**src/rtl/axi_lite_pkg.sv**
```systemverilog
// Shared AXI4-Lite definitions: response codes, bridge state encoding and
// a helper that classifies a response as error or success.
package axi_lite_pkg;

  localparam logic [1:0] RESP_OKAY   = 2'b00;
  localparam logic [1:0] RESP_EXOKAY = 2'b01;
  localparam logic [1:0] RESP_SLVERR = 2'b10;
  localparam logic [1:0] RESP_DECERR = 2'b11;

  typedef enum logic [2:0] {
    IDLE,
    WR_REQ,
    WR_RESP,
    RD_REQ,
    RD_RESP,
    DONE
  } sri2axi_state_t;

  // EXOKAY has no meaning for a single-beat non-exclusive access, so it
  // counts as success; only SLVERR/DECERR report an error upstream.
  function automatic logic resp_is_error(input logic [1:0] resp);
    logic err;
    case (resp)
      RESP_OKAY, RESP_EXOKAY:   err = 1'b0;
      RESP_SLVERR, RESP_DECERR: err = 1'b1;
      default:                  err = 1'b1;
    endcase
    return err;
  endfunction

endpackage

```
**src/rtl/sri_to_axilite.sv**
```systemverilog
// SRI slave to AXI4-Lite master bridge. Each SRI request becomes exactly
// one AXI4-Lite transaction; one outstanding at a time. Every SRI and AXI
// output is driven straight from a register.
module sri_to_axilite
  import axi_lite_pkg::*;
#(
  parameter int SRI_ADDR_WIDTH = 20,
  parameter int SRI_DATA_WIDTH = 64,
  parameter int AXI_ADDR_WIDTH = 32,
  parameter int AXI_DATA_WIDTH = 64,
  parameter logic [AXI_ADDR_WIDTH-1:0] AXI_BASE_ADDR = '0
) (
  input  logic                        clk_i,
  input  logic                        rst_i,
  input  logic                        sri_en_i,
  input  logic [SRI_ADDR_WIDTH-1:0]   sri_addr_i,
  input  logic                        sri_we_i,
  input  logic [SRI_DATA_WIDTH-1:0]   sri_wdata_i,
  input  logic [SRI_DATA_WIDTH/8-1:0] sri_be_i,
  output logic                        sri_ready_o,
  output logic [SRI_DATA_WIDTH-1:0]   sri_rdata_o,
  output logic                        sri_error_o,
  output logic [AXI_ADDR_WIDTH-1:0]   m_awaddr_o,
  output logic                        m_awvalid_o,
  input  logic                        m_awready_i,
  output logic [AXI_DATA_WIDTH-1:0]   m_wdata_o,
  output logic [AXI_DATA_WIDTH/8-1:0] m_wstrb_o,
  output logic                        m_wvalid_o,
  input  logic                        m_wready_i,
  input  logic [1:0]                  m_bresp_i,
  input  logic                        m_bvalid_i,
  output logic                        m_bready_o,
  output logic [AXI_ADDR_WIDTH-1:0]   m_araddr_o,
  output logic                        m_arvalid_o,
  input  logic                        m_arready_i,
  input  logic [AXI_DATA_WIDTH-1:0]   m_rdata_i,
  input  logic [1:0]                  m_rresp_i,
  input  logic                        m_rvalid_i,
  output logic                        m_rready_o
);

  sri2axi_state_t state_reg, state_next;

  // A single address register serves both AW and AR: only one of the two
  // channels is ever active for a given transaction.
  logic [AXI_ADDR_WIDTH-1:0]   addr_reg, addr_next;
  logic [AXI_DATA_WIDTH-1:0]   wdata_reg, wdata_next;
  logic [AXI_DATA_WIDTH/8-1:0] wstrb_reg, wstrb_next;
  logic                        awvalid_reg, awvalid_next;
  logic                        wvalid_reg, wvalid_next;
  logic                        bready_reg, bready_next;
  logic                        arvalid_reg, arvalid_next;
  logic                        rready_reg, rready_next;
  logic                        sri_ready_reg, sri_ready_next;
  logic [SRI_DATA_WIDTH-1:0]   sri_rdata_reg, sri_rdata_next;
  logic                        sri_error_reg, sri_error_next;
  logic                        aw_pending, w_pending;

  // State register; reset abandons any in-flight AXI transaction.
  always_ff @(posedge clk_i or posedge rst_i) begin
    if (rst_i) begin
      state_reg <= IDLE;
    end else begin
      state_reg <= state_next;
    end
  end

  // Next-state and next-output logic; every output is computed one cycle
  // ahead so the ports come straight from flops.
  always_comb begin
    state_next     = state_reg;
    addr_next      = addr_reg;
    wdata_next     = wdata_reg;
    wstrb_next     = wstrb_reg;
    awvalid_next   = awvalid_reg;
    wvalid_next    = wvalid_reg;
    bready_next    = bready_reg;
    arvalid_next   = arvalid_reg;
    rready_next    = rready_reg;
    sri_ready_next = 1'b0;
    sri_rdata_next = sri_rdata_reg;
    sri_error_next = sri_error_reg;
    aw_pending     = 1'b0;
    w_pending      = 1'b0;

    case (state_reg)
      IDLE: begin
        if (sri_en_i) begin
          addr_next = AXI_BASE_ADDR | AXI_ADDR_WIDTH'(sri_addr_i);
          if (sri_we_i) begin
            wdata_next   = AXI_DATA_WIDTH'(sri_wdata_i);
            wstrb_next   = (AXI_DATA_WIDTH/8)'(sri_be_i);
            awvalid_next = 1'b1;
            wvalid_next  = 1'b1;
            state_next   = WR_REQ;
          end else begin
            arvalid_next = 1'b1;
            state_next   = RD_REQ;
          end
        end
      end

      WR_REQ: begin
        // AW and W complete independently; a channel whose valid already
        // dropped has handshaken earlier.
        aw_pending   = awvalid_reg && !m_awready_i;
        w_pending    = wvalid_reg && !m_wready_i;
        awvalid_next = aw_pending;
        wvalid_next  = w_pending;
        if (!aw_pending && !w_pending) begin
          bready_next = 1'b1;
          state_next  = WR_RESP;
        end
      end

      WR_RESP: begin
        if (m_bvalid_i) begin
          bready_next    = 1'b0;
          sri_error_next = resp_is_error(m_bresp_i);
          sri_rdata_next = '0;
          sri_ready_next = 1'b1;
          state_next     = DONE;
        end
      end

      RD_REQ: begin
        if (m_arready_i) begin
          arvalid_next = 1'b0;
          rready_next  = 1'b1;
          state_next   = RD_RESP;
        end
      end

      RD_RESP: begin
        if (m_rvalid_i) begin
          rready_next    = 1'b0;
          sri_error_next = resp_is_error(m_rresp_i);
          sri_rdata_next = resp_is_error(m_rresp_i) ? '0 : SRI_DATA_WIDTH'(m_rdata_i);
          sri_ready_next = 1'b1;
          state_next     = DONE;
        end
      end

      // The completion pulse is on the ports this cycle; requests are
      // ignored until back in IDLE.
      DONE: begin
        state_next = IDLE;
      end

      default: begin
        state_next = IDLE;
      end
    endcase
  end

  // Output and datapath registers.
  always_ff @(posedge clk_i or posedge rst_i) begin
    if (rst_i) begin
      addr_reg      <= '0;
      wdata_reg     <= '0;
      wstrb_reg     <= '0;
      awvalid_reg   <= 1'b0;
      wvalid_reg    <= 1'b0;
      bready_reg    <= 1'b0;
      arvalid_reg   <= 1'b0;
      rready_reg    <= 1'b0;
      sri_ready_reg <= 1'b0;
      sri_rdata_reg <= '0;
      sri_error_reg <= 1'b0;
    end else begin
      addr_reg      <= addr_next;
      wdata_reg     <= wdata_next;
      wstrb_reg     <= wstrb_next;
      awvalid_reg   <= awvalid_next;
      wvalid_reg    <= wvalid_next;
      bready_reg    <= bready_next;
      arvalid_reg   <= arvalid_next;
      rready_reg    <= rready_next;
      sri_ready_reg <= sri_ready_next;
      sri_rdata_reg <= sri_rdata_next;
      sri_error_reg <= sri_error_next;
    end
  end

  assign m_awaddr_o  = addr_reg;
  assign m_araddr_o  = addr_reg;
  assign m_awvalid_o = awvalid_reg;
  assign m_wdata_o   = wdata_reg;
  assign m_wstrb_o   = wstrb_reg;
  assign m_wvalid_o  = wvalid_reg;
  assign m_bready_o  = bready_reg;
  assign m_arvalid_o = arvalid_reg;
  assign m_rready_o  = rready_reg;
  assign sri_ready_o = sri_ready_reg;
  assign sri_rdata_o = sri_rdata_reg;
  assign sri_error_o = sri_error_reg;

endmodule

```
**config.mk**
```make
export PLATFORM = sky130hd
export DESIGN_NAME = sri_to_axilite
export DESIGN_NICKNAME = d
export VERILOG_FILES = /design/src/rtl/axi_lite_pkg.sv /design/src/rtl/sri_to_axilite.sv
export SDC_FILE = /design/constraint.sdc
export NUM_CORES = 1
export LEC_CHECK = 0
export BUFFER_PORTS_ARGS = -buffer_cell sky130_fd_sc_hd__buf_4
export CAP_MARGIN = 5
export CORE_AREA = 2 2 144 146
export CTS_BUF_LIST = sky130_fd_sc_hd__clkbuf_16
export CTS_CLUSTER_DIAMETER = 150
export DETAILED_ROUTE_END_ITERATION = 12
export DIE_AREA = 0 0 146 148
export HOLD_SLACK_MARGIN = 0.05
export MAX_ROUTING_LAYER = met4
export PLACE_DENSITY_LB_ADDON = 0.12
export SKIP_CTS_REPAIR_TIMING = 1
export SYNTH_ARGS = -nofsm -noshare
export SYNTH_HDL_FRONTEND = slang
export SYNTH_SLANG_ARGS = --single-unit
```
**constraint.sdc**
```tcl
create_clock -name clk_i -period 13.8 [get_ports clk_i]
set_input_delay 1.38 -clock clk_i [delete_from_list [all_inputs] [get_ports clk_i]]
set_output_delay 1.38 -clock clk_i [all_outputs]
set_load 0.01 [all_outputs]
```
==> impl_metrics.env <==
export IMPL_yosys_mux_area_fraction_pct=15.34
export IMPL_hold_class="flip-flop to flip-flop"
export IMPL_ys_flop_type="dfrtp_1"
export IMPL_grt_pass1_wl_um=27900
export IMPL_hold_ws_ns=0.4792
export IMPL_synth_simple_area_share_pct=9.338
export IMPL_synth_seq_cells=166
export IMPL_synth_top_family_by_area="multiplexers"
export IMPL_die_h_um=148
export IMPL_skew_ns=0.007664
export IMPL_insertion_delay_ns=0.41
export IMPL_total_leakage_power_nw=4.935
export IMPL_yosysWarnings=0
export IMPL_design_core_area_mm2=0.02004
export IMPL_root_buffer="clkbuf_16"
export IMPL_cts_max_path_buffers=2
export IMPL_final_util_pct=49.96
export IMPL_grt_usage_pct=16.98
export IMPL_ant_nets=0
export IMPL_path_clk_slew_ns=0.06
export IMPL_setup_viol=0
export IMPL_relSlewSlack_pct=33.29
export IMPL_synthAdderAreaFrac_pct=0
export IMPL_die_x_um=146
export IMPL_cts_buffers=17
export IMPL_drive_above_1_share_pct=45.48
export IMPL_yosysTopAreaCell="dfrtp_1"
export IMPL_max_freq_mhz=345.7
export IMPL_synth_cell_types=33
export IMPL_fill_cells=1907
export IMPL_async_reset_ff_share_pct=100.0
export IMPL_tns_ns=0
export IMPL_worstSetupPathType="input pin to async pin"
export IMPL_port_buffers=349
export IMPL_synth_xor_area_share_pct=0
export IMPL_drtIter0Drc=172
export IMPL_max_slew_worst_pin_slew_ns=1.001
export IMPL_grt_max_degree=106
export IMPL_globalRouteOverflowTotal=0
export IMPL_slew_violations=0
export IMPL_place_congestion=0.7426
export IMPL_fin_nets=1064
export IMPL_first_global_vias=5040
export IMPL_crit_path_start_kind="input pin"
export IMPL_final_period_utilization_pct=20.96
export IMPL_postSynthAreaPerCell_um2=11.82
export IMPL_antenna_found_initial=0
export IMPL_worstPathMaxFanout=60
export IMPL_drt_wl_total_um=17860
export IMPL_pin_count=376
export IMPL_synth_compound_area_share_pct=6.513
export IMPL_row_count=52
export IMPL_powerDensity_mw_per_mm2=204.0
export IMPL_synth_edff_count=0
export IMPL_netlist_top_cells_area="dfrtp_1 61%, mux2_1 12%, nand2_1 7.2%"
export IMPL_start_util_pct=34.03
export IMPL_clkSinkCount=166
export IMPL_area_growth_pct=46.80
export IMPL_post_drt_wl_per_cell_um=15.16
export IMPL_maxCapViolCount=0
export IMPL_syn_inst=577
export IMPL_critPathArrivalTime_ns=3.35
export IMPL_cts_tree="done"
export IMPL_endpoint_kind="async pin"
export IMPL_yosysTopAreaCellShare_pct=60.91
export IMPL_vias=5106
export IMPL_place_hpwl_um=12960
export IMPL_drcViolationCount=0
export IMPL_final_cell_mix="353 x buf_4, 166 x dfrtp_1, 130 x nand2_1"
export IMPL_worstPathRequired_ns=14.26
export IMPL_antenna_cells=0
export IMPL_vias_per_cell=4.334
export IMPL_rsz0062_at_grt="false"
export IMPL_status="completed"
export IMPL_finalHoldViolations=0
export IMPL_first_pass_iters=4
export IMPL_htreeDepth=4
export IMPL_die_area_mm2=0.02161
export IMPL_final_common_cell="buf_4"
export IMPL_ir_worst_vdd_mv=0.07899
export IMPL_yosysSeqAreaShare_pct=60.91
export IMPL_synth_area_mm2=0.006820
export IMPL_period_needed_ns=2.893
==> kinds of logic (layout without fill, tap and decap cells) <==
family                 count (synthesis)  count (layout)
and+or+nand+nor                      150             150
other                                  1              24
buffers and inverters                 82             390
muxes                                 93              93
DFF                                  166             166
AOI/OAI and AO/OA                     85              85
==> report_power, final <==
part,switching [mW],internal [mW],leakage [nW]
sequential,0.111,0.667,2.11
clock,0.209,0.291,0.303
combinational,0.355,0.409,2.52
==> metrics by stage <==
stage	worst slack, ns	std cells	area, µm²	power (mW)
final	10.91	1178	10010	2.042
after global routing	10.55	1178	10010	2.172
after CTS	10.73	1178	10010	2.078
after detailed placement	10.29	1146	9395	1.568
after global placement	10.29	1146	9395	1.559
after floorplan	7.930	600	6907	1.178
==> path summary, 6_finish.rpt <==
kind | cells after the start | slack (ns) | start | end
setup / recovery | 4 | 10.91 | rst_i | m_wdata_o[12]$_DFFE_PP0P_
setup reg to reg | 5 | 11.35 | state_reg[2]$_DFFE_PP0P_ | m_wdata_o[61]$_DFFE_PP0P_
min in group asynchronous | 2 | 0.99 | rst_i | sri_rdata_o[11]$_DFFE_PP0P_
hold reg to reg | 2 | 0.48 | sri_rdata_o[12]$_DFFE_PP0P_ | sri_rdata_o[12]$_DFFE_PP0P_
max in group clk_i | 6 | 10.91 | sri_en_i | m_wdata_o[61]$_DFFE_PP0P_
hold / removal | 2 | 0.48 | sri_rdata_o[12]$_DFFE_PP0P_ | sri_rdata_o[12]$_DFFE_PP0P_
==> critical path, cell delays in order <==
cell	delay, ns
buf_4	0.12
inv_6	0.34
buf_4	0.71
buf_4	0.71
==> layer usage <==
layer,GRT usage (%),vias up,wire length (µm)
li1,-,2491,-
met1,21.70,2393,7657
met2,26.44,211,8653
met3,4.938,11,1366
met4,4.951,0,180
met5,-,-,0
==> final cells by class <==
class                      count  area [µm²]  area share (%)
sequential                   166        4154           41.49
inverter                       5       23.77          0.2374
clock inverter                15       191.4           1.912
multi-input combinational    352        2230           22.27
timing repair buffer         353        2650           26.47
tap                          270       337.8           3.374
clock buffer                  17       425.4           4.249
==> cell usage after synthesis (all sizes together) (2+ instances only) <==
| master | number |
|---|---|
| nor3 | 2 |
| inv | 5 |
| nor2 | 5 |
| nand2 | 131 |
| a21oi | 8 |
| nand2b | 5 |
| o21ai | 70 |
| buf | 65 |
| mux2 | 92 |
| and2 | 2 |
| dfrtp | 166 |
| nand3b | 2 |
| clkbuf | 12 |
| o31a | 2 |
(Power assumes the default switching activity.)
